### src/rtl/dab_phase_shift_pwm.sv
// dab_phase_shift_pwm: shared-carrier 3-level phase-shift PWM for N_BR H-bridges.
// Optional dead-time insertion is built when DAB_DEADTIME_EN is defined.
module dab_phase_shift_pwm #(
    parameter int CNT_W = 19,
    parameter int N_BR  = 2,
    parameter int DT_W  = 8
) (
    input  logic                      i_clk,
    input  logic                      i_rst_n,
    input  logic                      i_en,
    input  logic                      i_sync,
    input  logic [CNT_W-1:0]          i_half_period,
    input  logic [N_BR*CNT_W-1:0]     i_tau,
    input  logic [N_BR*(CNT_W+1)-1:0] i_phase,
    input  logic [DT_W-1:0]           i_deadtime,
    input  logic                      i_cfg_valid,
    output logic                      o_cfg_ready,
    output logic [4*N_BR-1:0]         o_gate,
    output logic [2*N_BR-1:0]         o_v_level,
    output logic                      o_period_tick,
    output logic                      o_running
);
    localparam int SW = CNT_W + 2;
    localparam logic [1:0] IDLE = 2'd0;
    localparam logic [1:0] RUN  = 2'd1;
    localparam logic [1:0] STOP = 2'd2;

    logic [1:0]            r_state;
    logic [CNT_W:0]        r_cnt;
    logic                  r_full;
    logic                  r_tick;
    logic [CNT_W-1:0]      r_sh_p;
    logic [CNT_W-1:0]      r_p;
    logic [CNT_W-1:0]      r_sh_tau [N_BR];
    logic [CNT_W-1:0]      r_tau    [N_BR];
    logic signed [CNT_W:0] r_sh_ph  [N_BR];
    logic signed [CNT_W:0] r_ph     [N_BR];
    logic [2*N_BR-1:0]     r_vlev;
    logic [4*N_BR-1:0]     r_gate;

    logic [1:0]            w_state_nx;
    logic                  w_wrap;
    logic                  w_realign;
    logic                  w_apply;
    logic                  w_cap;
    logic [CNT_W-1:0]      w_p_cl;
    logic signed [SW-1:0]  w_cnt_s;
    logic signed [SW-1:0]  w_p_s;
    logic signed [SW-1:0]  w_p2;
    logic signed [SW-1:0]  w_p2m1;
    logic signed [SW-1:0]  w_d [N_BR];
    logic signed [SW-1:0]  w_l [N_BR];
    logic signed [SW-1:0]  w_t [N_BR];
    logic [1:0]            w_lvl [N_BR];
    logic [2*N_BR-1:0]     w_lvl_v;
    logic [4*N_BR-1:0]     w_des;
    logic                  w_unused_ph0;

    assign w_unused_ph0 = ^i_phase[CNT_W:0];
    assign w_cnt_s      = $signed({1'b0, r_cnt});
    assign w_p_s        = $signed({2'b00, r_p});
    assign w_p2         = $signed({1'b0, r_p, 1'b0});
    assign w_p2m1       = w_p2 - SW'(1);
    assign w_wrap       = (r_state != IDLE) && (w_cnt_s >= w_p2m1);
    assign w_realign    = (r_state == RUN) && i_sync;
    assign w_cap        = i_cfg_valid && !r_full;
    assign w_apply      = r_full && ((r_state == IDLE) || w_wrap || w_realign);
    assign w_p_cl       = (i_half_period < CNT_W'(2)) ? CNT_W'(2) : i_half_period;
    assign w_state_nx   = (r_state == IDLE) ? ((i_en && i_sync) ? RUN : IDLE) :
                          (r_state == RUN)  ? (i_en ? RUN : (w_wrap && !w_realign) ? IDLE : STOP) :
                          (w_wrap ? IDLE : STOP);

    assign o_cfg_ready   = !r_full;
    assign o_gate        = r_gate;
    assign o_v_level     = r_vlev;
    assign o_period_tick = r_tick;
    assign o_running     = (r_state != IDLE);

    // Per-bridge local count (wrapped once into 0..2P-1), level and desired switch pattern
    always_comb begin
        w_lvl_v = '0;
        w_des   = '0;
        for (int k = 0; k < N_BR; k++) begin
            w_d[k]   = w_cnt_s - SW'(r_ph[k]);
            w_l[k]   = w_d[k][SW-1] ? w_d[k] + w_p2 : (w_d[k] >= w_p2) ? w_d[k] - w_p2 : w_d[k];
            w_t[k]   = $signed({2'b00, r_tau[k]});
            w_lvl[k] = (r_state == IDLE)          ? 2'b00 :
                       (w_l[k] < w_p_s - w_t[k]) ? 2'b00 :
                       (w_l[k] < w_p_s)          ? 2'b01 :
                       (w_l[k] < w_p2 - w_t[k])  ? 2'b00 : 2'b11;
            w_lvl_v[2*k +: 2] = w_lvl[k];
            w_des[4*k +: 4]   = (r_state == IDLE)    ? 4'b0000 :
                                (w_lvl[k] == 2'b01)  ? 4'b1001 :
                                (w_lvl[k] == 2'b11)  ? 4'b0110 : 4'b1010;
        end
    end

    // FSM, carrier counter, wrap tick, shadow-full flag and registered levels
    always_ff @(posedge i_clk or negedge i_rst_n) begin
        if (!i_rst_n) begin
            r_state <= IDLE;
            r_cnt   <= '0;
            r_tick  <= 1'b0;
            r_full  <= 1'b0;
            r_vlev  <= '0;
        end else begin
            r_state <= w_state_nx;
            r_cnt   <= ((r_state == IDLE) || w_wrap || w_realign) ? '0 : r_cnt + 1'b1;
            r_tick  <= w_wrap && !w_realign;
            r_full  <= w_cap || (r_full && !w_apply);
            r_vlev  <= w_lvl_v;
        end
    end

    // Clamped capture into the shadow, and shadow-to-active copy at period boundaries
    always_ff @(posedge i_clk or negedge i_rst_n) begin
        if (!i_rst_n) begin
            r_sh_p <= '0;
            r_p    <= '0;
            for (int k = 0; k < N_BR; k++) begin
                r_sh_tau[k] <= '0;
                r_tau[k]    <= '0;
                r_sh_ph[k]  <= '0;
                r_ph[k]     <= '0;
            end
        end else begin
            if (w_cap) begin
                r_sh_p <= w_p_cl;
                for (int k = 0; k < N_BR; k++) begin
                    r_sh_tau[k] <= (i_tau[k*CNT_W +: CNT_W] > w_p_cl) ? w_p_cl : i_tau[k*CNT_W +: CNT_W];
                    r_sh_ph[k]  <= (k == 0) ? '0 : $signed(i_phase[k*(CNT_W+1) +: CNT_W+1]);
                end
            end
            if (w_apply) begin
                r_p <= r_sh_p;
                for (int k = 0; k < N_BR; k++) begin
                    r_tau[k] <= r_sh_tau[k];
                    r_ph[k]  <= r_sh_ph[k];
                end
            end
        end
    end

`ifdef DAB_DEADTIME_EN
    logic [DT_W-1:0]   r_sh_dt;
    logic [DT_W-1:0]   r_dt;
    logic [DT_W-1:0]   r_dtc [2*N_BR];
    logic [4*N_BR-1:0] r_prev;

    // Dead-time setting follows the same shadow/active handshake as the rest
    always_ff @(posedge i_clk or negedge i_rst_n) begin
        if (!i_rst_n) begin
            r_sh_dt <= '0;
            r_dt    <= '0;
        end else begin
            if (w_cap) r_sh_dt <= i_deadtime;
            if (w_apply) r_dt <= r_sh_dt;
        end
    end

    // Per-leg break-before-make: any change of the desired pair blanks the leg for r_dt cycles
    always_ff @(posedge i_clk or negedge i_rst_n) begin
        if (!i_rst_n) begin
            r_gate <= '0;
            r_prev <= '0;
            for (int j = 0; j < 2*N_BR; j++) r_dtc[j] <= '0;
        end else begin
            r_prev <= w_des;
            for (int j = 0; j < 2*N_BR; j++) begin
                if ((w_des[2*j +: 2] != r_prev[2*j +: 2]) && (r_dt != '0)) begin
                    r_gate[2*j +: 2] <= 2'b00;
                    r_dtc[j]         <= r_dt - 1'b1;
                end else if ((w_des[2*j +: 2] == r_prev[2*j +: 2]) && (r_dtc[j] != '0)) begin
                    r_gate[2*j +: 2] <= 2'b00;
                    r_dtc[j]         <= r_dtc[j] - 1'b1;
                end else begin
                    r_gate[2*j +: 2] <= w_des[2*j +: 2];
                    r_dtc[j]         <= '0;
                end
            end
        end
    end
`else
    logic w_unused_dt;
    assign w_unused_dt = ^i_deadtime;

    // Gates follow the level mapping one cycle after the carrier
    always_ff @(posedge i_clk or negedge i_rst_n) begin
        if (!i_rst_n) r_gate <= '0;
        else r_gate <= w_des;
    end
`endif
endmodule

### config.mk
export PLATFORM = sky130hd
export DESIGN_NAME = dab_phase_shift_pwm
export DESIGN_NICKNAME = d
export VERILOG_FILES = /design/src/rtl/dab_phase_shift_pwm.sv
export SDC_FILE = /design/constraint.sdc
export NUM_CORES = 1
export LEC_CHECK = 0
export ABC_AREA = 1
export BUFFER_PORTS_ARGS = -buffer_cell sky130_fd_sc_hd__clkbuf_2
export CAP_MARGIN = 20
export CORE_MARGIN = 3
export CORE_UTILIZATION = 45
export CTS_CLUSTER_DIAMETER = 30
export DETAILED_ROUTE_END_ITERATION = 12
export PLACE_DENSITY = 0.75
export SYNTH_ARGS = -nofsm -noshare
export SYNTH_HDL_FRONTEND = slang
export SYNTH_SLANG_ARGS = --single-unit
### constraint.sdc
create_clock -name i_clk -period 5.4 [get_ports i_clk]
set_input_delay 1.35 -clock i_clk [delete_from_list [all_inputs] [get_ports i_clk]]
set_output_delay 1.35 -clock i_clk [all_outputs]
set_load 0.03 [all_outputs]
Word level (Yosys, flattened, before mapping)
Cells that the tools add are included.
{"block": "classes", "add_sub_neg": 10, "muxes": 27, "reduce_logical": 15, "n_lt_le_gt_ge": 12, "eq_ne": 5}
{"operator": "< comparator 21 x 20 -> 1 bit", "count": 4}
{"operator": "2-to-1 mux 21 bit", "count": 3}
{"operator": "2-to-1 mux 19 bit", "count": 3}
{"operator": "greater-or-equal comparator 21 bit", "count": 2}
{"operator": "< comparator 21 bit", "count": 2}
{"operator": "subtractor 20 x 19 -> 21 bit", "count": 2}
{"operator": "subtractor 19 x 19 -> 20 bit", "count": 2}
{"operator": "> comparator 19 bit", "count": 2}
{"operator": "2-to-1 mux 2 bit", "count": 13}
{"operator": "2-to-1 mux 4 bit", "count": 6}
{"operator": "adder 21 bit", "count": 1}
{"operator": "subtractor 20 x 1 -> 21 bit, second input constant", "count": 1}
{"operator": "subtractor 20 x 20 -> 21 bit", "count": 1}
{"operator": "subtractor 21 x 20 -> 21 bit", "count": 1}
{"operator": "subtractor 21 bit", "count": 1}
{"operator": "adder 20 x 1 -> 20 bit, second input constant", "count": 1}
{"operator": "greater-or-equal comparator 20 bit", "count": 1}
{"operator": "2-to-1 mux 20 bit", "count": 1}
{"operator": "< comparator 19 x 2 -> 1 bit, second input constant", "count": 1}
{"operator": "logical AND 1 bit", "count": 7}
{"operator": "equality test 2 x 1 -> 1 bit, second input constant", "count": 3}
{"operator": "equality test 2 bit, second input constant", "count": 2}
{"operator": "logical NOT 1 bit", "count": 3}
{"operator": "logical OR 1 bit", "count": 3}
{"operator": "3 further kinds", "count": 3}
{"block": "totals", "reg_bits": 190, "elab_cells": 83, "input_bits": 110}

Logic depth before layout (Yosys ltp)
{"block": "depth", "word_depth": 13, "mapped_depth": 46, "ltp_nobuf": 44}

Worst setup path before layout
Ideal clock, no wire load.
{"block": "synth_timing", "path_kind": "register to register", "startpoint": "register r_cnt[2]", "endpoint": "register r_gate[5] (netlist: o_gate[5])", "path_buffers": 2, "period_less_slack_ns": 5.768, "setup_ns": 0.125, "stages_incl_launch_ff": 44, "arrival_ns": 5.643, "path_slack_ns": -0.368, "t_required_ns": 5.275, "path_cell_list": "dfrtp_1 -> ha_1 -> a21o_1 -> o21bai_1 -> nand2_1 -> nand2_1 -> a21oi_1 -> o21ai_1 -> a21boi_0 -> o21ai_1 -> a21oi_1 -> xor2_1 -> inv_1 -> ha_1 -> buf_2 -> nand2_1 -> o21ai_0 -> nor2_1 -> [8 not listed] -> nor2_1 -> o21ai_0 -> nand2_1 -> a21oi_1 -> or2_2 -> nand2_1 -> nand2_1 -> nand2_1 -> nand2_1 -> nand2_1 -> nand2_1 -> nand2_1 -> nand2_2 -> nand2_2 -> nand2_4 -> nand3_4 -> nor2_4 -> nor2_2"}
{"block": "synth_via", "elab_chain_cells": 12}
{"element": "from (decl)", "line": "29", "source": "logic [CNT_W:0] r_cnt;"}
{"element": "from (signal assigned)", "line": "108", "source": "r_cnt <= ((r_state == IDLE) || w_wrap || w_realign) ? '0 : r_cnt + 1'b1;"}
{"element": "subtractor 21 x 20 -> 21 bit *", "line": "84", "source": "w_d[k] = w_cnt_s - SW'(r_ph[k]);"}
{"element": "subtractor 21 bit / greater-or-equal comparator 21 bit (equally long branches)", "line": "85", "source": "w_l[k] = w_d[k][SW-1] ? w_d[k] + w_p2 : (w_d[k] >= w_p2) ? w_d[k] - w_p2 : w_d[k];"}
{"element": "2-to-1 mux 21 bit", "line": "85"}
{"element": "2-to-1 mux 21 bit *", "line": "85"}
{"element": "< comparator 21 bit", "line": "90", "source": "(w_l[k] < w_p2 - w_t[k]) ? 2'b00 : 2'b11;"}
{"element": "2-to-1 mux 2 bit", "line": "90"}
{"element": "2-to-1 mux 2 bit", "line": "89", "source": "(w_l[k] < w_p_s) ? 2'b01 :"}
{"element": "2-to-1 mux 2 bit *", "line": "88", "source": "(w_l[k] < w_p_s - w_t[k]) ? 2'b00 :"}
{"element": "2-to-1 mux 2 bit *", "line": "87", "source": "w_lvl[k] = (r_state == IDLE) ? 2'b00 :"}
{"element": "equality test 2 x 1 -> 1 bit *", "line": "93", "source": "(w_lvl[k] == 2'b01) ? 4'b1001 :"}
{"element": "2-to-1 mux 4 bit *", "line": "93"}
{"element": "2-to-1 mux 4 bit *", "line": "92", "source": "w_des[4*k +: 4] = (r_state == IDLE) ? 4'b0000 :"}
{"element": "named net w_des[5]", "line": "56", "source": "logic [4*N_BR-1:0] w_des;"}
{"element": "to (signal assigned)", "line": "190", "source": "else r_gate <= w_des;"}
{"element": "to (decl)", "line": "39", "source": "logic [4*N_BR-1:0] r_gate;"}
Mark *: on every way through the listed nets, which the timed path passes. The rest lies on a longest branch.
A chain may end at the register's enable or synchronous reset.

Worst setup path after layout
{"block": "layout_timing", "startpoint": "register r_ph[4] in the netlist's numbering", "endpoint": "register r_gate[5] (netlist: o_gate[5])"}
{"block": "layout_via", "elab_chain_cells": 12}
{"element": "from (decl)", "line": "37", "source": "logic signed [CNT_W:0] r_ph [N_BR];"}
{"element": "from (signal, indexed assignment)", "line": "138", "source": "r_ph[k] <= r_sh_ph[k];"}
{"element": "subtractor 21 x 20 -> 21 bit *", "line": "84"}
{"element": "subtractor 21 bit / greater-or-equal comparator 21 bit (equally long branches)", "line": "85"}
{"element": "2-to-1 mux 21 bit", "line": "85"}
{"element": "2-to-1 mux 21 bit *", "line": "85"}
{"element": "< comparator 21 bit", "line": "90"}
{"element": "2-to-1 mux 2 bit", "line": "90"}
{"element": "2-to-1 mux 2 bit", "line": "89"}
{"element": "2-to-1 mux 2 bit *", "line": "88"}
{"element": "2-to-1 mux 2 bit *", "line": "87"}
{"element": "equality test 2 x 1 -> 1 bit *", "line": "93"}
{"element": "2-to-1 mux 4 bit *", "line": "93"}
{"element": "2-to-1 mux 4 bit *", "line": "92"}
{"element": "named net w_des[5]", "line": "56"}
Marked as above.

==> metrics.txt <==
Clk Tree Root Cell=clkbuf_16; WL per Instance=between 15 and 20 um; DRC=0; crit path setup slack, layout=-0.4823 ns; Non-Filler Cell Area, Final=between 20000 and 25000 um2; required time at the endpoint of the critical path=between 5 and 6 ns; initial antenna violation count=0; die outline width=between 200 and 250 um; number of diodes=0; final setup vio count=6; share of the clock period used by the worst path after layout=108.9%; drt first-iter violations=1209; number of top-level design ports=125; EDFF count, synth=0; number of nets with antenna violations after detailed routing=0; height of the die=approximately 210 um; global-route wire length before repair=approximately 96000 um; filler instances=around 3800; fmax=between 150 and 200 MHz; number of clock sinks seen by CTS=between 150 and 200; signal arrival time at the worst endpoint=approximately 6.2 ns; count of max-cap constraint violations=0; first-pass iteration count of the detailed router=6; average via count per standard cell=5.513; class of the most critical hold timing path=register to register; clock buffer count from CTS=17; input/output buffers=between 90 and 100; worst rel slew slack=between 30% and 40%; CTS tree=built; area growth from synthesis to layout=23.78%; worst-case clock skew=around 0.017 ns; top library cells by usage in the layout, fill and taps aside=nand2_1 (476), inv_1 (327), buf_4 (320), ha_1 (309), a21oi_1 (235); max-slew violation total from the final report=0; clock-pin transition on the worst setup and hold timing paths=about 0.080 ns; critical path's top delay family=compound AO/OA/AOI/OAI gates; placer congestion estimate=1.024; Synth Net Count=between 3000 and 4000; fraction of registers with async set or reset after synthesis=100.0%; Slowest Stage Delay on Critical Path=roughly 0.38 ns; CP max FO=6; run status=finished, violations left; post-synthesis cell count=~2600; mapped cell area=around 19000 um2; remaining global-route overflow=0; Hold Slack=about 0.47 ns; unrepaired setup endpoints after global routing=yes; violated checks=negative setup slack; proportion of layout cells with a drive suffix above 1=about a fifth; final HPWL from detailed placement=49330 um; Worst Setup Start Kind=register; most common cell after layout, fill and taps aside=nand2_1; number of distinct standard cells referenced by the synthesized netlist=between 60 and 70; die area=roughly 45000 um2; Worst Setup Slack post-DPL=-0.9259 ns; flip-flop and latch count after synthesis=190; mean post-synth cell area=7.460 um2; Synth Warn #=0; drt total wl=about 60000 um; type of element capturing the critical path=register; placement row count=between 70 and 80; fin cells=~3500; maximum count of clock buffers along a single path=2; maximum number of pins on one net before global-route repair=109; via count=approximately 19000; slowest stage cell on the critical path=dfrtp_1; placed cell count=3436; overall global routing resource usage=between 20% and 30%; Worst Path Buf+Inv=9; number of nets in the layout=approximately 3400; sequential area share after synthesis=24.81%; effective utilization at floorplan=between 40% and 50%; Setup CP Type=register to register; measured slew at the worst slew-check pin=between 1 and 1.5 ns; H-tree levels=4; Worst path most repeated cell=buf_4; most instantiated flip-flop cell in the synthesis netlist=dfrtp_1; Core ar.=approximately 41000 um2; Final Critical Period=~6 ns; Final Hold Violating Endpoints=0; clock latency at the later pin of the worst-skew pair=about 0.46 ns; Post-Place Cell Area=22380 um2; vias in the first global route=19410
-- synth_stat cells (all sizes together) (3+ instances only) --
master | number | area (um2)
xor2 | 101 | 884.6
a31oi | 17 | 106.4
nand3 | 88 | 490.5
dfrtp | 190 | 4755
o31ai | 12 | 90.09
nor3b | 5 | 37.54
o221ai | 4 | 35.03
or2 | 7 | 43.79
xnor2 | 52 | 455.4
nor3 | 30 | 176.4
a221oi | 10 | 87.58
ha | 324 | 4054
a21o | 17 | 127.6
a22oi | 3 | 27.52
a21oi | 254 | 1298
o21a | 10 | 75.07
o211ai | 14 | 105.1
inv | 346 | 1299
a211oi | 10 | 75.07
a21boi | 8 | 60.06
o22ai | 35 | 219.0
nand2 | 492 | 1889
o311ai | 3 | 26.28
o21bai | 14 | 108.9
nor2 | 205 | 802.0
nand4 | 29 | 193.9
o21ai | 196 | 1011
nor4 | 13 | 81.33
buf | 25 | 153.9
fa | 8 | 160.2
clkbuf | 35 | 132.6
-- through the flow --
stage	util [%]	TNS (ns)
5_1_grt	57.19	-4.105
3_5_place_dp	53.96	-5.133
6_report	57.19	-2.310
4_1_cts	56.26	-2.076
3_3_place_gp	53.96	-4.201
2_1_floorplan	-	0
-- area by class of cell --
cell class / count / area (um2) / area share [%]
Clock inverter: 12 / 148.9 / 0.6276
Inverter: 346 / 1304 / 5.496
Multi-Input combinational cell: 1974 / 13380 / 56.41
Timing Repair Buffer: 423 / 3009 / 12.68
Sequential cell: 190 / 4756 / 20.05
Clock buffer: 20 / 456.7 / 1.925
Tap cell: 532 / 665.6 / 2.806
-- path summary, 6_finish.rpt --
check	start	to	slack, ns	cells past startpoint
worst max-delay path	r_ph[4]$_DFFE_PN0P_	o_gate[5]$_DFF_PN0_	-0.48	39
worst min-delay path	r_sh_ph[3]$_DFFE_PN0P_	r_sh_ph[3]$_DFFE_PN0P_	0.47	2
worst max register to register	r_ph[4]$_DFFE_PN0P_	o_gate[5]$_DFF_PN0_	-0.48	39
worst min register to register	r_sh_ph[3]$_DFFE_PN0P_	r_sh_ph[3]$_DFFE_PN0P_	0.47	2
max in group asynchronous	i_rst_n	o_gate[1]$_DFF_PN0_	3.43	2
min in group asynchronous	i_rst_n	r_sh_ph[1]$_DFFE_PN0P_	1.01	1
-- cell families after synthesis --
group                    Yosys count  synth area share [%]
AO/OA/AOI/OAI                    616                 18.44
flip-flops                       190                 24.81
adder cells (fa/ha/maj)          332                 21.99
AND/OR/NAND/NOR                  872                 19.49
buffers and inverters            406                 8.272
XOR/XNOR                         153                 6.992
-- flip-flops by register name, indices dropped and copies added, names as in the netlist, 4 cells and up --
signal     cells
o_v_level      4
r_cnt         20
r_ph          20
r_sh_ph       20
r_p           19
o_gate         8
r_sh_p        19
r_sh_tau      38
r_tau         38
-- repair_timing --
item / CTS / global route
resized for setup: 47 / 55
hold buffers: 0 / 0
pin swaps: 39 / 38
setup endpoints to repair: 6 / 12
setup buffers: 14 / 14
cloned: 1 / 0
-- layer usage --
layer / part of all wire (%) / global-route usage (%) / routed length (um)
met1: 43 / 33.12 / 25870
met2: 48 / 46.38 / 29010
met3: 4.3 / 2.553 / 2609
met4: 5.4 / 13.95 / 3257
met5: 0 / 0 / 0
-- worst register-to-register path, delay by kind of cell (launching register included) --
family	cells	cell delay, ns
xor gates and xnor gates	1	0.15
AOI/OAI and AO/OA	15	2.38
adders and majority gates	3	0.71
DFF	1	0.38
buffers and inverters	9	1.18
and+or+nand+nor	11	0.96
Power is not shown: default switching activity piles up to over one toggle a cycle in this logic, so the estimate is an artifact.
